--- src/rtl/time_slot_arbiter_if.sv ---
// time_slot_arbiter_if: bundle of requester, tick and generator-control signals
// shared between the vending logic and time_slot_arbiter.
// The master modport is the requester/generator side; slave is the arbiter.
// wdog_err exists only when TSA_WDOG_EN is defined.
interface time_slot_arbiter_if #(
  parameter int N_REQ = 3
);
  logic [N_REQ-1:0]   req;
  logic [2*N_REQ-1:0] dur;
  logic [N_REQ-1:0]   cancel;
  logic               half_second;
  logic               second;
  logic               three_seconds;
  logic               five_seconds;
  logic               tg_set;
  logic               tg_en;
  logic [N_REQ-1:0]   grant;
  logic [N_REQ-1:0]   done;
  logic               busy;
`ifdef TSA_WDOG_EN
  logic               wdog_err;

  modport master (
    output req, dur, cancel, half_second, second, three_seconds, five_seconds,
    input  tg_set, tg_en, grant, done, busy, wdog_err
  );
  modport slave (
    input  req, dur, cancel, half_second, second, three_seconds, five_seconds,
    output tg_set, tg_en, grant, done, busy, wdog_err
  );
`else
  modport master (
    output req, dur, cancel, half_second, second, three_seconds, five_seconds,
    input  tg_set, tg_en, grant, done, busy
  );
  modport slave (
    input  req, dur, cancel, half_second, second, three_seconds, five_seconds,
    output tg_set, tg_en, grant, done, busy
  );
`endif
endinterface

--- src/rtl/time_slot_arbiter.sv ---
// time_slot_arbiter: round-robin owner of the shared time generator.
// Sequence per grant: IDLE -> ARM (tg_set pulse) -> CLR (generator settles,
// tick history preloaded) -> RUN (tg_en, wait for rising tick edge) -> DONE
// (one-cycle done to owner) -> IDLE. Cancel or a dropped req aborts to IDLE.
// All outputs are decoded from registered state, so they are glitch-free.
// Optional feature macro: TSA_WDOG_EN adds a RUN-time watchdog (WDOG_CYCLES)
// and the sticky wdog_err output.
module time_slot_arbiter #(
  parameter int N_REQ = 3
`ifdef TSA_WDOG_EN
  ,
  parameter int WDOG_CYCLES = 1024
`endif
) (
  input  logic                 clk,
  input  logic                 rst,
  time_slot_arbiter_if.slave   bus
);

  localparam int OW = $clog2(N_REQ);
  localparam logic [OW:0]   N_L  = (OW+1)'(N_REQ);
  localparam logic [OW-1:0] LAST = OW'(N_REQ - 1);

  typedef enum logic [2:0] {
    IDLE = 3'd0,
    ARM  = 3'd1,
    CLR  = 3'd2,
    RUN  = 3'd3,
    DONE = 3'd4
  } state_t;

  state_t        state_reg, state_next;
  logic [OW-1:0] owner_reg, owner_next;
  logic [OW-1:0] ptr_reg, ptr_next;
  logic [1:0]    dur_reg, dur_next;
  logic          tick_reg, tick_next;

  logic [1:0]    dur_arr [N_REQ];
  logic [OW-1:0] pick;
  logic          found;
  logic [OW:0]   cand;
  logic          sel_tick;
  logic          owner_kill;
  logic          owner_active;
  logic [OW-1:0] owner_inc;

`ifdef TSA_WDOG_EN
  logic [31:0]   cnt_reg, cnt_next;
  logic          wdog_reg, wdog_next;
`endif

  genvar gi;

  // Unpack per-requester duration codes and decode one-hot grant/done.
  generate
    for (gi = 0; gi < N_REQ; gi++) begin : g_req
      assign dur_arr[gi]   = bus.dur[2*gi +: 2];
      assign bus.grant[gi] = owner_active && (owner_reg == OW'(gi));
      assign bus.done[gi]  = (state_reg == DONE) && (owner_reg == OW'(gi));
    end
  endgenerate

  assign owner_active = (state_reg == ARM) || (state_reg == CLR) || (state_reg == RUN);
  assign bus.tg_set   = (state_reg == ARM);
  assign bus.tg_en    = (state_reg == RUN);
  assign bus.busy     = (state_reg != IDLE);
`ifdef TSA_WDOG_EN
  assign bus.wdog_err = wdog_reg;
`endif

  // Dropping req is treated exactly like cancelling.
  assign owner_kill = bus.cancel[owner_reg] | ~bus.req[owner_reg];
  assign owner_inc  = (owner_reg == LAST) ? '0 : owner_reg + 1'b1;

  // Round-robin pick: first requester at or after the pointer, wrapping to 0.
  always_comb begin
    pick  = '0;
    found = 1'b0;
    cand  = '0;
    for (int k = 0; k < N_REQ; k++) begin
      cand = {1'b0, ptr_reg} + (OW+1)'(k);
      if (cand >= N_L) cand = cand - N_L;
      if (!found && bus.req[cand[OW-1:0]]) begin
        found = 1'b1;
        pick  = cand[OW-1:0];
      end
    end
  end

  // Select the tick matching the duration latched at grant time.
  always_comb begin
    sel_tick = bus.half_second;
    case (dur_reg)
      2'd0: sel_tick = bus.half_second;
      2'd1: sel_tick = bus.second;
      2'd2: sel_tick = bus.three_seconds;
      2'd3: sel_tick = bus.five_seconds;
      default: sel_tick = bus.half_second;
    endcase
  end

  // Next-state logic for the sequencer and its bookkeeping registers.
  always_comb begin
    state_next = state_reg;
    owner_next = owner_reg;
    ptr_next   = ptr_reg;
    dur_next   = dur_reg;
    tick_next  = tick_reg;
`ifdef TSA_WDOG_EN
    cnt_next   = cnt_reg;
    wdog_next  = wdog_reg;
`endif
    case (state_reg)
      IDLE: begin
        if (found) begin
          owner_next = pick;
          dur_next   = dur_arr[pick];
          state_next = ARM;
        end
      end
      ARM: begin
        if (owner_kill) begin
          ptr_next   = owner_inc;
          state_next = IDLE;
        end else begin
          state_next = CLR;
        end
      end
      CLR: begin
        if (owner_kill) begin
          ptr_next   = owner_inc;
          state_next = IDLE;
        end else begin
          // Preload history so a tick already high is not seen as an edge.
          tick_next  = sel_tick;
`ifdef TSA_WDOG_EN
          cnt_next   = '0;
`endif
          state_next = RUN;
        end
      end
      RUN: begin
        tick_next = sel_tick;
`ifdef TSA_WDOG_EN
        cnt_next  = cnt_reg + 32'd1;
`endif
        if (owner_kill) begin
          // Cancel beats a coincident tick edge.
          ptr_next   = owner_inc;
          state_next = IDLE;
        end else if (sel_tick && !tick_reg) begin
          state_next = DONE;
        end
`ifdef TSA_WDOG_EN
        else if (cnt_reg == 32'(WDOG_CYCLES - 1)) begin
          wdog_next  = 1'b1;
          state_next = DONE;
        end
`endif
      end
      DONE: begin
        ptr_next   = owner_inc;
        state_next = IDLE;
      end
      default: state_next = IDLE;
    endcase
  end

  // State and bookkeeping registers; reset leaves the generator disabled.
  always_ff @(posedge clk or posedge rst) begin
    if (rst) begin
      state_reg <= IDLE;
      owner_reg <= '0;
      ptr_reg   <= '0;
      dur_reg   <= '0;
      tick_reg  <= 1'b0;
    end else begin
      state_reg <= state_next;
      owner_reg <= owner_next;
      ptr_reg   <= ptr_next;
      dur_reg   <= dur_next;
      tick_reg  <= tick_next;
    end
  end

`ifdef TSA_WDOG_EN
  // Watchdog cycle counter and sticky error flag.
  always_ff @(posedge clk or posedge rst) begin
    if (rst) begin
      cnt_reg  <= '0;
      wdog_reg <= 1'b0;
    end else begin
      cnt_reg  <= cnt_next;
      wdog_reg <= wdog_next;
    end
  end
`endif

endmodule
--- src/flat_wrapper.sv ---
// flat-port wrapper written by rule: the top's interface ports become plain ports
module time_slot_arbiter_flat 
#(
  parameter int N_REQ = 3

)
  (clk, rst, bus_req, bus_dur, bus_cancel, bus_half_second, bus_second, bus_three_seconds, bus_five_seconds, bus_tg_set, bus_tg_en, bus_grant, bus_done, bus_busy);
  time_slot_arbiter_if #(.N_REQ(N_REQ)) bus_i ();
  input  logic clk;
  input  logic rst;
  input wire logic [$bits(bus_i.req)-1:0] bus_req;
  input wire logic [$bits(bus_i.dur)-1:0] bus_dur;
  input wire logic [$bits(bus_i.cancel)-1:0] bus_cancel;
  input wire logic [$bits(bus_i.half_second)-1:0] bus_half_second;
  input wire logic [$bits(bus_i.second)-1:0] bus_second;
  input wire logic [$bits(bus_i.three_seconds)-1:0] bus_three_seconds;
  input wire logic [$bits(bus_i.five_seconds)-1:0] bus_five_seconds;
  output wire logic [$bits(bus_i.tg_set)-1:0] bus_tg_set;
  output wire logic [$bits(bus_i.tg_en)-1:0] bus_tg_en;
  output wire logic [$bits(bus_i.grant)-1:0] bus_grant;
  output wire logic [$bits(bus_i.done)-1:0] bus_done;
  output wire logic [$bits(bus_i.busy)-1:0] bus_busy;
  assign bus_i.req = bus_req;
  assign bus_i.dur = bus_dur;
  assign bus_i.cancel = bus_cancel;
  assign bus_i.half_second = bus_half_second;
  assign bus_i.second = bus_second;
  assign bus_i.three_seconds = bus_three_seconds;
  assign bus_i.five_seconds = bus_five_seconds;
  assign bus_tg_set = bus_i.tg_set;
  assign bus_tg_en = bus_i.tg_en;
  assign bus_grant = bus_i.grant;
  assign bus_done = bus_i.done;
  assign bus_busy = bus_i.busy;
  time_slot_arbiter #(.N_REQ(N_REQ)) u_core (.clk(clk), .rst(rst), .bus(bus_i));
endmodule
--- config.mk ---
export PLATFORM = sky130hd
export DESIGN_NAME = time_slot_arbiter_flat
export DESIGN_NICKNAME = d
export VERILOG_FILES = /design/src/rtl/time_slot_arbiter_if.sv /design/src/rtl/time_slot_arbiter.sv /design/src/flat_wrapper.sv
export SDC_FILE = /design/constraint.sdc
export NUM_CORES = 1
export LEC_CHECK = 0
export CAP_MARGIN = 30
export CORE_UTILIZATION = 53
export DETAILED_ROUTE_END_ITERATION = 7
export DONT_BUFFER_PORTS = 1
export PLACE_DENSITY = 0.64
export SETUP_SLACK_MARGIN = 0.15
export SLEW_MARGIN = 20
export SYNTH_ARGS = -nofsm -noshare
export SYNTH_HDL_FRONTEND = slang
export SYNTH_SLANG_ARGS = --single-unit
--- constraint.sdc ---
create_clock -name clk -period 2.6 [get_ports clk]
set_input_delay 0 -clock clk [delete_from_list [all_inputs] [get_ports clk]]
set_output_delay 0 -clock clk [all_outputs]
set_load 0.02 [all_outputs]
==> results.py <==
metrics = {
    "run_status": {
        "status": "finished clean",
    },
    "layout": {
        "seqCellArea_um2": 250,
        "multi_input_area_um2": 624,
        "nNetsFinal": 125,
        "largest_register_ffs": 3,
        "syn_to_final_growth_pct": 15.6,
        "final_common_cell": "nor2_1",
        "layout_common_cells": "12 x nor2_1, 10 x dfrtp_1, 7 x nand2_1",
        "fillers": 123,
        "drive_gt1_frac": 0.243,
        "diodes": 0,
    },
    "timing": {
        "finalSetupViolations": 0,
        "maxSlewHeadroom": 0.542,
        "rsz0062_at_grt": "true",
        "drv_slew": 0,
        "period_share": 0.919,
        "timing_worst_slew_pin_value_ns": 0.686,
        "finalHoldViolations": 0,
        "tns_ns": 0,
        "finalCriticalPeriod_ns": 2.39,
        "fmax_ghz": 0.418,
        "whs_ns": 0.00951,
        "clock_skew_ns": 0.00229,
    },
    "clocking": {
        "clk_latency_ns": 0.26,
        "cts_made_buffers": 3,
        "htreeDepth": 1,
        "clkTransAtPathRegs_ns": 0.07,
        "cts_root_buf": "clkbuf_4",
        "clock_sinks": 10,
        "ctsLongestPathBuffers": 2,
        "cts_tree": "done",
    },
    "placed_design": {
        "io_buffer_count": 0,
        "gp_congestion": 0.817,
        "place_hpwl_mm": 1.30,
    },
    "yosys": {
        "netlist.area_leader.share": 0.291,
        "yosysSeqAreaShare": 0.291,
        "synth_flop_cell": "dfrtp_1",
        "synth_area_um2": 860,
        "synthCells": 98,
        "synth_edf_count": 0,
        "avgSynthCellArea_um2": 8.77,
        "ys_types": 35,
        "synth_seq_cells": 10,
        "async_flop_share": 1.00,
        "yosys.area.top_type": "dfrtp_1",
        "synth.net_count": 119,
        "ys_top_cells_by_area": "dfrtp_1 29%, mux2_2 7.9%, mux2i_1 5.8%",
        "ys_warn_count": 0,
    },
    "setup_path": {
        "timing.rr.end": "u_core.dur_reg[0]",
        "r2r_cells": 8,
        "start_kind": "flip-flop",
        "worst_ep_required_time_ns": 2.75,
        "crit_path_end": "u_core.dur_reg[0]",
        "critPathMaxFanout": 5,
        "ff2ff_setup_slack_ns": 0.21,
        "r2r_start": "u_core.ptr_reg[0]",
        "endpoint_kind": "flip-flop",
        "critPathLaunch": "u_core.ptr_reg[0]",
        "cp_data_arrival_time_ns": 2.54,
        "path_class": "reg2reg",
    },
    "route": {
        "post-route-drc-count": 0,
        "via_count": 758,
        "wl_per_cell_um": 15.3,
        "drt_wl_total_mm": 1.82,
        "drtIter0Drc": 24,
        "vias_per_cell": 6.37,
        "postRouteAntennaNets": 0,
        "drt_first_pass_iters": 4,
    },
    "global_route": {
        "grt_max_degree": 11,
        "antenna_found_initial": 0,
        "grt_pass1_vias": 626,
        "grt_pass1_wl_mm": 2.75,
        "grt_overflow": 0,
        "grt_use_total": 0.203,
    },
    "floorplanning": {
        "initial_core_util": 0.571,
        "die_w_um": 42.3,
        "dieArea_um2": 1790,
        "dieHeight_um": 42.3,
        "num_rows": 14,
        "io_pins": 27,
        "core_um2": 1510,
    },
    "power": {
        "power.density_nw_per_um2": 1360,
        "peakVddDrop_mv": 0.775,
        "p_leak_nw": 0.423,
    },
    "hold_path": {
        "hold_path_class": "in2reg",
    },
    "flow_run": {
        "maxCapViolCount": 0,
    },
}
[final cells by class]
class | instances | area share
Clock buffer | 4 | 0.0365
Timing Repair Buffer | 5 | 0.0403
Sequential cell | 10 | 0.252
Inverter | 6 | 0.0227
Multi-Input combinational cell | 78 | 0.628
Tap cell | 16 | 0.0202
[per-stage QoR]
| step | util | std cells | total power, W | setup WS, ns | area, µm² |
|---|---|---|---|---|---|
| 6_report | 0.659 | 119 | 0.00135 | 0.210 | 993 |
| 5_1_grt | 0.659 | 119 | 0.00145 | 0.0988 | 993 |
| 4_1_cts | 0.620 | 117 | 0.00124 | 0.171 | 933 |
| 3_5_place_dp | 0.577 | 112 | 0.00108 | 0.0721 | 870 |
| 3_3_place_gp | 0.577 | 112 | 0.00107 | 0.0784 | 870 |
| 2_1_floorplan | - | 98 | 0.000962 | 0.204 | 860 |
[cell usage after synthesis, types with 2 or more instances]
cell type / instances
mux2_1: 2
nor2_1: 12
nand2_1: 7
nor2b_1: 3
mux2_2: 6
or2_2: 2
nor3_1: 2
nand3b_1: 3
ha_1: 3
a21oi_1: 4
nor3b_1: 4
buf_2: 2
inv_1: 6
o21ai_0: 5
a31oi_1: 2
nand2b_1: 3
mux2i_1: 5
dfrtp_1: 10
[timing repair]
item	4_1_cts	5_1_grt
gates resized for setup	3	8
setup buffers	0	2
pin swaps	0	4
hold endpoints to repair	10	0
endpoints found under the setup margin	2	2
hold buffers	1	0
[where the power goes]
group | internal, W | total (W) | switching, W
sequential | 0.000225 | 0.000294 | 0.0000686
combinational | 0.000450 | 0.000918 | 0.000468
clock | 0.0000849 | 0.000141 | 0.0000557
[layer usage]
metal / part of all wire / global-route usage
met1: 0.45 / 0.273
met2: 0.46 / 0.308
met3: 0.071 / 0.0474
met4: 0.018 / 0.0938
met5: 0 / 0
[worst max-delay path: stages (launching register included)]
cell and delay [ns]:
dfrtp_1 0.40, buf_4 0.15, ha_4 0.18, mux2i_1 0.13, or2_2 0.35, a31oi_4 0.24
mux2_1 0.33, mux2_2 0.25, mux2_2 0.25
[cell families (layout without fill, tap and decap cells)]
kind of cell	count (synthesis)	in the layout	share of synthesized area
AO/OA/AOI/OAI	18	18	0.138
AND/OR/NAND/NOR	43	43	0.282
buffers and inverters	10	15	0.0553
multiplexers	14	14	0.189
flip-flops	10	10	0.291
adder cells (fa/ha/maj)	3	3	0.0437
[worst min path at each step]
| stage | from | endpoint | slack [ns] | cells after the start |
|---|---|---|---|---|
| after floorplan | rst | u_core.dur_reg[0] | -0.16 | 1 |
| after global placement | rst | u_core.dur_reg[0] | -0.10 | 1 |
| after detailed placement | rst | u_core.dur_reg[1] | -0.1 | 1 |
| after CTS | bus_dur[4] | u_core.dur_reg[0] | 0.006 | 2 |
| after global routing | bus_dur[4] | u_core.dur_reg[0] | 0.0004 | 2 |
| final | bus_dur[4] | u_core.dur_reg[0] | 0.01 | 2 |
Note: power is estimated with default switching activity, not from simulation.
